[config.mk]
export PLATFORM = sky130hd
export DESIGN_NAME = ram_port_arbiter
export DESIGN_NICKNAME = d
export VERILOG_FILES = /design/src/rtl/ram_arb_pkg.sv /design/src/rtl/ram_port_arbiter_rr_arb2.sv /design/src/rtl/ram_port_arbiter.sv
export SDC_FILE = /design/constraint.sdc
export NUM_CORES = 1
export LEC_CHECK = 0
export ABC_AREA = 1
export CELL_PAD_IN_SITES_DETAIL_PLACEMENT = 1
export CELL_PAD_IN_SITES_GLOBAL_PLACEMENT = 2
export CORE_MARGIN = 2
export CORE_UTILIZATION = 19
export DETAILED_ROUTE_END_ITERATION = 7
export HOLD_SLACK_MARGIN = 0.1
export MAX_ROUTING_LAYER = met4
export PLACE_DENSITY_LB_ADDON = 0.08
export SLEW_MARGIN = 5
export SYNTH_ARGS = -nofsm -noshare
export SYNTH_HDL_FRONTEND = slang
export SYNTH_HIERARCHICAL = 1
export SYNTH_SLANG_ARGS = --single-unit
[constraint.sdc]
create_clock -name clk -period 3.6 [get_ports clk]
set_input_delay 0.72 -clock clk [delete_from_list [all_inputs] [get_ports clk]]
set_output_delay 0.72 -clock clk [all_outputs]
set_load 0.02 [all_outputs]
[src/rtl/ram_arb_pkg.sv]
// Shared types and constants for the two-requester RAM port arbiter.
package ram_arb_pkg;

  // Ownership state of the shared RAM port.
  typedef enum logic [1:0] {
    IDLE  = 2'd0,
    OWN_A = 2'd1,
    OWN_B = 2'd2
  } arb_state_t;

  // Requester indices; also the bit positions in the packed grant/request vectors.
  localparam int REQ_A  = 0;
  localparam int REQ_B  = 1;

  // Width of the burst counter; supports MAX_BURST up to 15.
  localparam int BCNT_W = 4;

endpackage

[src/rtl/ram_port_arbiter_rr_arb2.sv]
// Two-way round-robin picker with an optional forced owner.
// When the forced owner is requesting, it alone is granted.
// Otherwise a single requester is granted.
// On a tie, the side that did not win last time is granted.
module rr_arb2 (
  input  logic [1:0] req,
  input  logic       last,
  input  logic       force_en,
  input  logic       force_idx,
  output logic [1:0] gnt
);

  // One-hot pick; the owner only dominates while it is still requesting.
  always_comb begin
    gnt = 2'b00;
    if (force_en && req[force_idx]) begin
      gnt[force_idx] = 1'b1;
    end else if (req == 2'b11) begin
      gnt[~last] = 1'b1;
    end else begin
      gnt = req;
    end
  end

endmodule

[src/rtl/ram_port_arbiter.sv]
// Shares one registered-read RAM between requesters A and B.
// At most one operation is granted per cycle.
// Arbitration is round-robin with a bounded lock (burst).
// Read data is routed back to the requester that issued the read.
module ram_port_arbiter
  import ram_arb_pkg::*;
#(
  parameter int DATA_WIDTH = 8,
  parameter int ADDR_WIDTH = 6,
  parameter int MAX_BURST  = 4
) (
  input  logic                  clk,
  input  logic                  rst,
  input  logic                  a_req,
  input  logic                  a_we,
  input  logic                  a_lock,
  input  logic [ADDR_WIDTH-1:0] a_addr,
  input  logic [DATA_WIDTH-1:0] a_wdata,
  output logic                  a_gnt,
  output logic                  a_rvalid,
  output logic [DATA_WIDTH-1:0] a_rdata,
  input  logic                  b_req,
  input  logic                  b_we,
  input  logic                  b_lock,
  input  logic [ADDR_WIDTH-1:0] b_addr,
  input  logic [DATA_WIDTH-1:0] b_wdata,
  output logic                  b_gnt,
  output logic                  b_rvalid,
  output logic [DATA_WIDTH-1:0] b_rdata,
  output logic [DATA_WIDTH-1:0] ram_data,
  output logic [ADDR_WIDTH-1:0] ram_read_addr,
  output logic [ADDR_WIDTH-1:0] ram_write_addr,
  output logic                  ram_w,
  input  logic [DATA_WIDTH-1:0] ram_q
);

  localparam logic [BCNT_W-1:0] MAX_B = BCNT_W'(MAX_BURST);
  localparam logic [BCNT_W-1:0] ONE_B = BCNT_W'(1);

  arb_state_t          state_reg, state_next;
  logic                last_reg, last_next;
  logic [BCNT_W-1:0]   bcnt_reg, bcnt_next;
  logic [BCNT_W-1:0]   bcnt_inc;

  logic [1:0]          req_vec, we_vec, pick, gnt_vec, rd_gnt, rvalid_vec;
  logic                force_en, force_idx, any_gnt, sel_b;
  logic                g_we, g_lock;
  logic [ADDR_WIDTH-1:0] g_addr;
  logic [DATA_WIDTH-1:0] g_wdata;
  logic [DATA_WIDTH-1:0] rdata_vec [2];

  assign req_vec   = {b_req, a_req};
  assign we_vec    = {b_we, a_we};
  assign force_en  = (state_reg != IDLE);
  assign force_idx = (state_reg == OWN_B);

  rr_arb2 u_pick (
    .req       (req_vec),
    .last      (last_reg),
    .force_en  (force_en),
    .force_idx (force_idx),
    .gnt       (pick)
  );

  // Grants are suppressed for the whole reset cycle so the RAM is never written then.
  assign gnt_vec = rst ? 2'b00 : pick;
  assign a_gnt   = gnt_vec[REQ_A];
  assign b_gnt   = gnt_vec[REQ_B];
  assign any_gnt = |gnt_vec;
  assign sel_b   = gnt_vec[REQ_B];

  assign g_we    = sel_b ? b_we    : a_we;
  assign g_lock  = sel_b ? b_lock  : a_lock;
  assign g_addr  = sel_b ? b_addr  : a_addr;
  assign g_wdata = sel_b ? b_wdata : a_wdata;

  // RAM inputs idle at zero unless the matching operation is granted.
  assign ram_w          = any_gnt & g_we;
  assign ram_write_addr = (any_gnt &  g_we) ? g_addr : '0;
  assign ram_read_addr  = (any_gnt & ~g_we) ? g_addr : '0;
  assign ram_data       = any_gnt ? g_wdata : '0;

  // Next ownership, priority pointer and burst count from this cycle's grant.
  always_comb begin
    state_next = state_reg;
    last_next  = last_reg;
    bcnt_next  = bcnt_reg;
    bcnt_inc   = bcnt_reg + ONE_B;
    if (any_gnt) begin
      last_next = sel_b;
      if (force_en && (sel_b == force_idx)) begin
        // Continuing a locked burst; the owner keeps `last`, so the other side wins after a forced exit.
        if (!g_lock || (bcnt_inc >= MAX_B)) begin
          state_next = IDLE;
          bcnt_next  = '0;
        end else begin
          bcnt_next  = bcnt_inc;
        end
      end else if (g_lock && (MAX_B > ONE_B)) begin
        state_next = sel_b ? OWN_B : OWN_A;
        bcnt_next  = ONE_B;
      end else begin
        state_next = IDLE;
        bcnt_next  = '0;
      end
    end else if (force_en) begin
      // Owner stopped requesting and nobody else was granted.
      state_next = IDLE;
      bcnt_next  = '0;
    end
  end

  // Arbitration state registers; `last` resets to B so A wins the first contest.
  always_ff @(posedge clk) begin
    if (rst) begin
      state_reg <= IDLE;
      last_reg  <= 1'b1;
      bcnt_reg  <= '0;
    end else begin
      state_reg <= state_next;
      last_reg  <= last_next;
      bcnt_reg  <= bcnt_next;
    end
  end

  assign rd_gnt = gnt_vec & ~we_vec;

  // Per-requester read return path: one valid cycle after the grant, data then held.
  generate
    for (genvar gi = 0; gi < 2; gi++) begin : g_ret
      logic                  pend_reg;
      logic [DATA_WIDTH-1:0] rdata_reg;

      // Track an outstanding read and remember the last returned word.
      always_ff @(posedge clk) begin
        if (rst) begin
          pend_reg  <= 1'b0;
          rdata_reg <= '0;
        end else begin
          pend_reg  <= rd_gnt[gi];
          if (rvalid_vec[gi]) begin
            rdata_reg <= ram_q;
          end
        end
      end

      // Reset in the return cycle cancels the return.
      assign rvalid_vec[gi] = pend_reg & ~rst;
      assign rdata_vec[gi]  = rvalid_vec[gi] ? ram_q : rdata_reg;
    end
  endgenerate

  assign a_rvalid = rvalid_vec[REQ_A];
  assign b_rvalid = rvalid_vec[REQ_B];
  assign a_rdata  = rdata_vec[REQ_A];
  assign b_rdata  = rdata_vec[REQ_B];

endmodule

==> impl_summary.md, run 1 <==
Power and ir drop
The share of total power consumed by net switching is 37.7%. The combinational share of power is 49.0%. The net switching power figure is 365 uW. In this run the power density over the cells is 385 nW/um2. The share of total power in sequential cells is 33.1%. The peak ir drop on the vdd network is around 160 uV.

The analysis attributes to cell leakage a power of 1.30 nW. The cell-internal power is ~600 uW. Of the total power, the clock network draws between 10% and 20%.

Clock tree
CTS built an H-tree with a depth of 1. In this run, CTS created clock tree buffers numbering 3. The number of clock sinks is 25. No sink is reached through more buffers than the 2 on the longest clock path. The clock insertion delay at the later pin of the skew report is between 200 and 300 ps. The root buffer cell chosen for the clock tree is sky130_fd_sc_hd__clkbuf_8. The post-CTS clock slew at the launch and capture registers of the worst setup and hold paths is 90 ps. The CTS tree is built.

Timing
Setup violations remaining at the end of the flow were counted as 0. Static timing analysis puts the maximum clock frequency at just under 0.3 GHz. The share of the clock period used by the worst path is between 90 and 100%.

The number of failing hold endpoints at the final stage is 0. The slew at the pin closest to its max-slew limit is 453 ps. The number of max-slew violations in the final report was 0. The worst path meets setup with 170 ps of slack.

The headroom to the max-slew limit is between 60 and 70%. The time the worst path needs with I/O delays and setup is between 3000 and 4000 ps. The post-route clock skew is 8.12 ps. Setup repair after global routing left no endpoint under its margin. Adding up every negative setup slack in the final design gives 0 ps.

Global route
The initial antenna violation count is 0. The via count of the first global-routing pass came to between 1,500 and 2,000. In the global route stage, overall resource usage came out at 13.2%. The overall overflow remaining after global route is 0. Entering global routing, the biggest net connects 17 pins. The wire length of the first global-routing pass is about 8.5 mm.

Route
The initial detailed-routing violation count is 17. The number of remaining DRC errors is 0. In the routed layout, each cell is associated on average with a via count of slightly above 4. The average wire length per cell after detail routing is 13.2 um. The count of nets left with antenna violations once routing finished came out at 0. Across all layers, the routed design uses about 1,700 vias.

For this block, the routed nets add up to 5.33 mm of wire. The first-pass iteration count of the detailed router is 2.

Critical path
Data on the critical path arrives at its endpoint at roughly 2700 ps. The dominant delay contributor by cell family on the critical path is buffers and inverters. Traced cell by cell, the critical path runs through clkdlybuf4s50_1, inv_1, o21ai_0, buf_4, nand2_4, nand2_1, buf_4, o21ai_0, nor2_1, clkdlybuf4s50_1. The kind of critical path is input pin to output port. The critical path contains buffers and inverters numbering 5 combined. The longest individual stage delay on the worst path is 630 ps.

The data required time of the critical path is 2880 ps. For the worst flop-to-flop path, the logic depth is 14. The cell with the biggest individual delay on the critical path is sky130_fd_sc_hd__clkdlybuf4s50_1. The sort of element at the end of the critical path is an output port. The critical path runs through a total of 10 cells. The kind of start point of the critical path is an input pin.

The maximum fanout encountered on the critical timing path is 7.

Hold path
The cell depth of the worst min-delay path is 2. The class of the most critical hold timing path is flop to flop.

Yosys
Counting flops with an async set or reset pin after synthesis yields a share of 0%. When the netlist entered floorplanning its net count stood at around 260. The most used standard cell by instance count after synthesis is sky130_fd_sc_hd__nor2_1. The count of warnings emitted by yosys is 6. The synthesized netlist contains 26 unique library cells. The most used flip-flop cell after synthesis is sky130_fd_sc_hd__dfxtp_1. The synthesized instance count is 214. By area the synthesized netlist is led by sky130_fd_sc_hd__dfxtp_1 35%, sky130_fd_sc_hd__nor2_1 13%, sky130_fd_sc_hd__a211oi_1 8.4%. Of the post-synthesis cell area, the dominant cell type holds 35.1%. After synthesis the cells add up to around 1400 um2. The most area-hungry cell type in the Yosys netlist is sky130_fd_sc_hd__dfxtp_1. The number of flops mapped to enable cells by yosys is 0.

The number of register bits inferred by synthesis is 25. The part of the Yosys area used for sequential elements is a little over a third. The average size of a mapped cell is approximately 6.7 um2. After synthesis, the most frequently instantiated cells are 51 x sky130_fd_sc_hd__nor2_1, 31 x sky130_fd_sc_hd__inv_1, 25 x sky130_fd_sc_hd__dfxtp_1.

Finish
The repair_antennas step left the layout with diodes totalling 0. The area added between synthesis and finish is 76.5%. The post-layout net count is roughly 350. The area of all placed cells without fillers is ~2500 um2. The finished layout holds between 400 and 500 standard cells, fillers aside. The register with the most flip-flops in the layout has 16 of them. Cells fill between 30% and 40% of the core in the end. The layout cell share with drive strength beyond 1 is 8.85%.

Place
The pre-CTS setup slack is roughly 55 ps. After detailed placement, the total cell area comes to 2420 um2. Detailed placement ended at an HPWL of 4.42 mm. The number of placed instances, taps included is 400.

Port buffering added 84 buffers. The final estimated routing congestion in global placement is ~0.73.

Outcome
The run finished with clean final reports.

Die
The initialized floorplan defines 31 standard-cell rows. The die extent in x is about 91 um. During I/O placement, the number of pins put on the boundary was between 80 and 90. The y dimension of the die is 90.6 um. The starting utilization of the core area is about a fifth. The floorplan step defined a die boundary enclosing around 8000 um2.

The core region is 7250 um2.

Job
The number of maximum-capacitance violations is 0.
## placed cells by master (no fill, tap or decap), drive strengths merged, types with 10 or more instances in the layout
master / count
a211oi: 16
a21oi: 19
buf: 10
clkdlybuf4s50: 67
dfxtp: 25
dlymetal6s2s: 17
inv: 36
nand2: 26
nor2: 52
o21ai: 11
## layout make-up
cell class	instances	area, um2
tap	99	124
inverter	38	143
clock buffer	3	41.3
sequential	25	500
timing repair buffer	94	958
multi-input combinational	144	741
clock inverter	1	7.51
fill	923	4740
## worst paths after layout
path / from / to / slack, ps
setup / recovery: b_req / ram_data[2] / 170
hold / removal: state_reg[1]$_SDFFE_PP0P_ / state_reg[1]$_SDFFE_PP0P_ / 460
setup reg to reg: state_reg[0]$_SDFFE_PP0P_ / bcnt_reg[1]$_SDFFE_PP0P_ / 1620
hold reg to reg: state_reg[1]$_SDFFE_PP0P_ / state_reg[1]$_SDFFE_PP0P_ / 460
## per-stage QoR
| stage | total power, mW | hold slack (ps) |
|---|---|---|
| floorplan | 0.588 | 419 |
| global route | 1.04 | 479 |
| finish | 0.967 | 456 |
| global placement | 0.815 | 434 |
| CTS | 0.997 | 462 |
| detailed placement | 0.815 | 448 |
## power groups by stage
stage | Sequential, mW | Combinational (mW) | Clock, mW
6_report | 0.320 | 0.474 | 0.174
5_1_grt | 0.324 | 0.521 | 0.199
4_1_cts | 0.321 | 0.491 | 0.186
3_5_place_dp | 0.327 | 0.488 | 0
3_3_place_gp | 0.327 | 0.489 | 0
2_1_floorplan | 0.323 | 0.264 | 0
## what timing repair did
item | in CTS | in global routing
setup endpoints to repair | 0 | 17
setup buffers | 0 | 0
hold buffers | 0 | 0
resized for setup | 0 | 17
hold endpoints to repair | 0 | 0
## tightest hold or removal path, cell delays in order, from the launching register on
cell and delay, ps:
sky130_fd_sc_hd__dfxtp_1 320, sky130_fd_sc_hd__nand2_1 60, sky130_fd_sc_hd__nand2_1 40
## routing by layer
metal / vias up / track usage, % / share of wire [%]
met5: - / - / 0
met4: 0 / 1.54 / 0.39
met3: 2 / 2.67 / 3.5
met2: 29 / 24.8 / 54
met1: 780 / 14.9 / 42
li1: 868 / - / -
## logic make-up (layout without fill, tap and decap cells)
family                   Yosys count  count (layout)  synth area share (%)
multiplexers                       6               6                  4.21
adder cells (fa/ha/maj)            1               1                 0.878
XOR/XNOR                           1               1                 0.615
flip-flops                        25              25                  35.1
AO/OA/AOI/OAI                     47              47                  20.0
buffers and inverters             45             136                  12.9
AND/OR/NAND/NOR                   89              89                  26.3
(Power assumes the default switching activity.)
==> run 2: changes to the inputs <==
--- a/config.mk
+++ b/config.mk
@@ -8,12 +8,12 @@
 export ABC_AREA = 1
 export CELL_PAD_IN_SITES_DETAIL_PLACEMENT = 1
 export CELL_PAD_IN_SITES_GLOBAL_PLACEMENT = 2
-export CORE_MARGIN = 2
 export CORE_UTILIZATION = 19
 export DETAILED_ROUTE_END_ITERATION = 7
 export HOLD_SLACK_MARGIN = 0.1
 export MAX_ROUTING_LAYER = met4
 export PLACE_DENSITY_LB_ADDON = 0.08
+export SKIP_CTS_REPAIR_TIMING = 1
 export SLEW_MARGIN = 5
 export SYNTH_ARGS = -nofsm -noshare
 export SYNTH_HDL_FRONTEND = slang
==> run 2 against run 1 <==
  * Sequential power about the same
  * Power decreased by 0.25%
  * Fmax grew 0.65%
  * Via count is 1.5% lower
  * Die area shrank 4.4%
  * Clock skew decreased by 2.7 ps
  * Worst hold slack gained 3.4 ps
  * Wire length fell by 4.7%
  * Clock-buffer cell count is the same
  * Register-to-register slack about the same
  * Critical endpoint is now ram_data[0]
  * Highest routed layer unchanged
==> impl_summary.md, run 2 (same netlist as run 1, synthesis figures left out) <==
Outcome
The run finished with clean final reports.

Critical path
The critical path arrival is 2690 ps (-20 ps). The critical path is of the input pin to output port type. The dominant delay contributor by cell family on the critical path is buffers and inverters. The count of buffering cells on the critical path with inverters included was 5 (unchanged). The longest individual stage delay on the worst path was 620 ps (about the same). The startpoint of the lowest-slack register-to-register path is state_reg[0]$_SDFFE_PP0P_. The kind of start point of the critical path is an input pin.

The maximum fanout encountered on the critical timing path was 6 (-1). The slowest stage of the critical path belongs to the cell sky130_fd_sc_hd__clkdlybuf4s50_1. The data required time of the critical path is 2880 ps (about the same).

The terminus of the critical flop-to-flop path is bcnt_reg[1]$_SDFFE_PP0P_. The register-to-register setup slack came to 1620 ps (about the same). The signal on the critical path passes through clkdlybuf4s50_1, inv_1, o21ai_0, buf_4, nand2_4, nand2_1, buf_4, o21ai_0, nor2_1, clkdlybuf4s50_1. The worst reg-to-reg path cell count came to 13 (-1).

The sort of element at the end of the critical path is an output port.

Route
The number of remaining DRC errors came to 0 (unchanged). The first-pass iteration count of the detailed router is 2 (unchanged). The initial detailed-routing violation count is 15 (-2). The average wire length per cell after detail routing was 12.6 um (-4.5%). The final wirelength is 5.07 mm (-4.7%).

The number of vias per cell is 4.10 (-1.2%). The residual antenna-violating net count after detailed routing came to 0 (unchanged). The vias after detailed routing is 1,654 (-1.5%).

Finish
The post-route non-filler standard cell count is 403 (-0.25%). The fraction of the core area covered by cells at the end of the flow is 34.4% (-0.24 points). The post-layout net count is 350 (-0.28%).

The number of flip-flops in the largest register is 16 (unchanged). The library cell used most frequently in the layout, excluding fill and tap cells, is sky130_fd_sc_hd__clkdlybuf4s50_1. The area added between synthesis and finish is 75.2%. Leaving out fill and tap cells, the most frequent cells in the layout are 71 x sky130_fd_sc_hd__clkdlybuf4s50_1, 51 x sky130_fd_sc_hd__nor2_1, 31 x sky130_fd_sc_hd__inv_1, 25 x sky130_fd_sc_hd__dfxtp_1, 23 x sky130_fd_sc_hd__nand2_1. The final antenna diode count is 0 (unchanged). The layout cell share with drive strength beyond 1 is 8.55% (-0.30 points). The area of all placed cells without fillers is 2500 um2 (-0.70%). The area of combinational cells with multiple inputs was 741 um2 (unchanged). The area taken by flip-flops and latches is 500 um2 (unchanged). The filler cell count is 916 (-0.76%).

Hold path
The worst hold path endpoint is state_reg[1]$_SDFFE_PP0P_. The worst min-delay path startpoint is state_reg[1]$_SDFFE_PP0P_. The tightest min-delay check is of the flop to flop type.

The cell depth of the worst min-delay path is 2 (unchanged).

Global route
The largest net degree at the start of global routing is 17 (unchanged). The via count of the first global-routing pass is 1,714 (unchanged). The wire length of the first global-routing pass is 8.28 mm (-2.5%). The initial antenna violation count was 0 (unchanged). The all-layer global routing usage is 14.3% (+1.1 points). The overall overflow remaining after global route is 0 (unchanged).

Die
The y dimension of the die was 88.6 um (-2.2%). The total I/O pin count is 85 (unchanged). The starting utilization of the core area was 19.6% (unchanged). The core footprint came to 7250 um2 (unchanged).

The die extent in x came to 88.6 um (-2.2%). The number of standard-cell rows in the floorplan is 31 (unchanged). The area enclosed by the die boundary is 7850 um2 (-4.4%).

Clock tree
The number of clock sinks is 25 (unchanged). In this run the clock root is driven by a sky130_fd_sc_hd__clkbuf_8. The total CTS buffers was 3 (unchanged). The clock insertion delay at the later pin of the skew report is 270 ps (about the same). The post-CTS clock slew at the launch and capture registers of the worst setup and hold paths came to 90 ps (about the same). The H-tree depth is 1 (unchanged). The buffer depth of the longest clock path came to 2 (unchanged). The CTS tree is built.

Timing
Setup repair after global routing left no endpoint under its margin. The number of max-slew violations in the final report was 0 (unchanged). The worst hold-check slack is 459 ps (+3.38 ps). The slew at the pin closest to its max-slew limit was 462 ps (+9.34 ps). The headroom to the max-slew limit is 69.2% (-0.62 points).

The aggregate negative setup slack is 0 ps (unchanged). The share of the clock period used by the worst path is 94.6% (-0.62 points). The maximum frequency from static timing analysis was 0.293 GHz (+0.65%). The post-layout worst setup margin came to 193 ps (+22.3 ps). The total setup violations reported at the end of the flow is 0 (unchanged). The number of failing hold endpoints at the final stage is 0 (unchanged). The post-route clock skew is 5.43 ps (-2.69 ps). The time the worst path needs with I/O delays and setup is 3410 ps (-22.3 ps).

Power and ir drop
The total power density per cell area is 386 nW/um2 (+0.45%). The static power due to leakage is 1.24 nW (-5.0%). The peak ir drop on the vdd network is 126 uV (-20%). The power consumption is 965 uW (-0.25%).

Place
The HPWL reported at the end of detailed placement came to 4.15 mm (-6.0%). The cell area after placement is 2420 um2 (-0.31%). The number of placed instances, taps included is 399 (-0.25%). The final estimated routing congestion in global placement is 0.717 (-1.7%). The pre-CTS setup slack came to 48.9 ps (-5.96 ps). The number of buffers added on ports is 84 (unchanged).

Job
The number of maximum-capacitance violations was 0 (unchanged).
run 2: changes by cell type in the layout (fill, tap and decap cells not counted), sizes merged:
cell           delta
buf               -1
clkdlybuf4s50     +4
dlymetal6s2s      -4
run 2: worst register-to-register path, cell delays in order, from the launching register on:
cell and delay [ps]:
sky130_fd_sc_hd__dfxtp_1 390, sky130_fd_sc_hd__inv_1 90, sky130_fd_sc_hd__nand2_1 110, sky130_fd_sc_hd__nand2_1 90
sky130_fd_sc_hd__nand3_2 70, sky130_fd_sc_hd__o21ai_0 70, sky130_fd_sc_hd__buf_4 150, sky130_fd_sc_hd__nand2_4 80
sky130_fd_sc_hd__nand2_1 100, sky130_fd_sc_hd__buf_4 160, sky130_fd_sc_hd__nor2_1 190, sky130_fd_sc_hd__inv_1 140
sky130_fd_sc_hd__o211ai_1 180, sky130_fd_sc_hd__nor2b_1 60
run 2: worst max path at each step:
stage          startpoint                end  cells past startpoint  slack, ps
3_5_place_dp        b_req   ram_read_addr[5]                     11         50
5_1_grt             b_req        ram_data[5]                     10         20
3_3_place_gp        b_req   ram_read_addr[5]                     11         40
4_1_cts             b_req   ram_read_addr[5]                     11         40
6_report            b_req        ram_data[0]                     10        190
2_1_floorplan       b_req  ram_write_addr[0]                      9        680
run 2: cell type report:
type	count	area share [%]
clock buffer	3	1.65
timing repair buffer	93	37.7
multi-input combinational	144	29.7
inverter	38	5.71
sequential	25	20.0
tap	99	4.96
clock inverter	1	0.301
run 2: per-layer routing:
layer | global-route usage, % | vias to the layer above | wire length [um]
li1 | - | 861 | -
met1 | 16.7 | 746 | 2240
met2 | 25.6 | 45 | 2560
met3 | 3.08 | 2 | 249
met4 | 2.20 | 0 | 23
met5 | - | - | 0
run 2: power by group:
group	switching (mW)	total (mW)	leakage, nW	internal (mW)
registers	0.0157	0.320	0.204	0.305
logic	0.255	0.473	1.01	0.218
clock network	0.0930	0.171	0.0217	0.0784
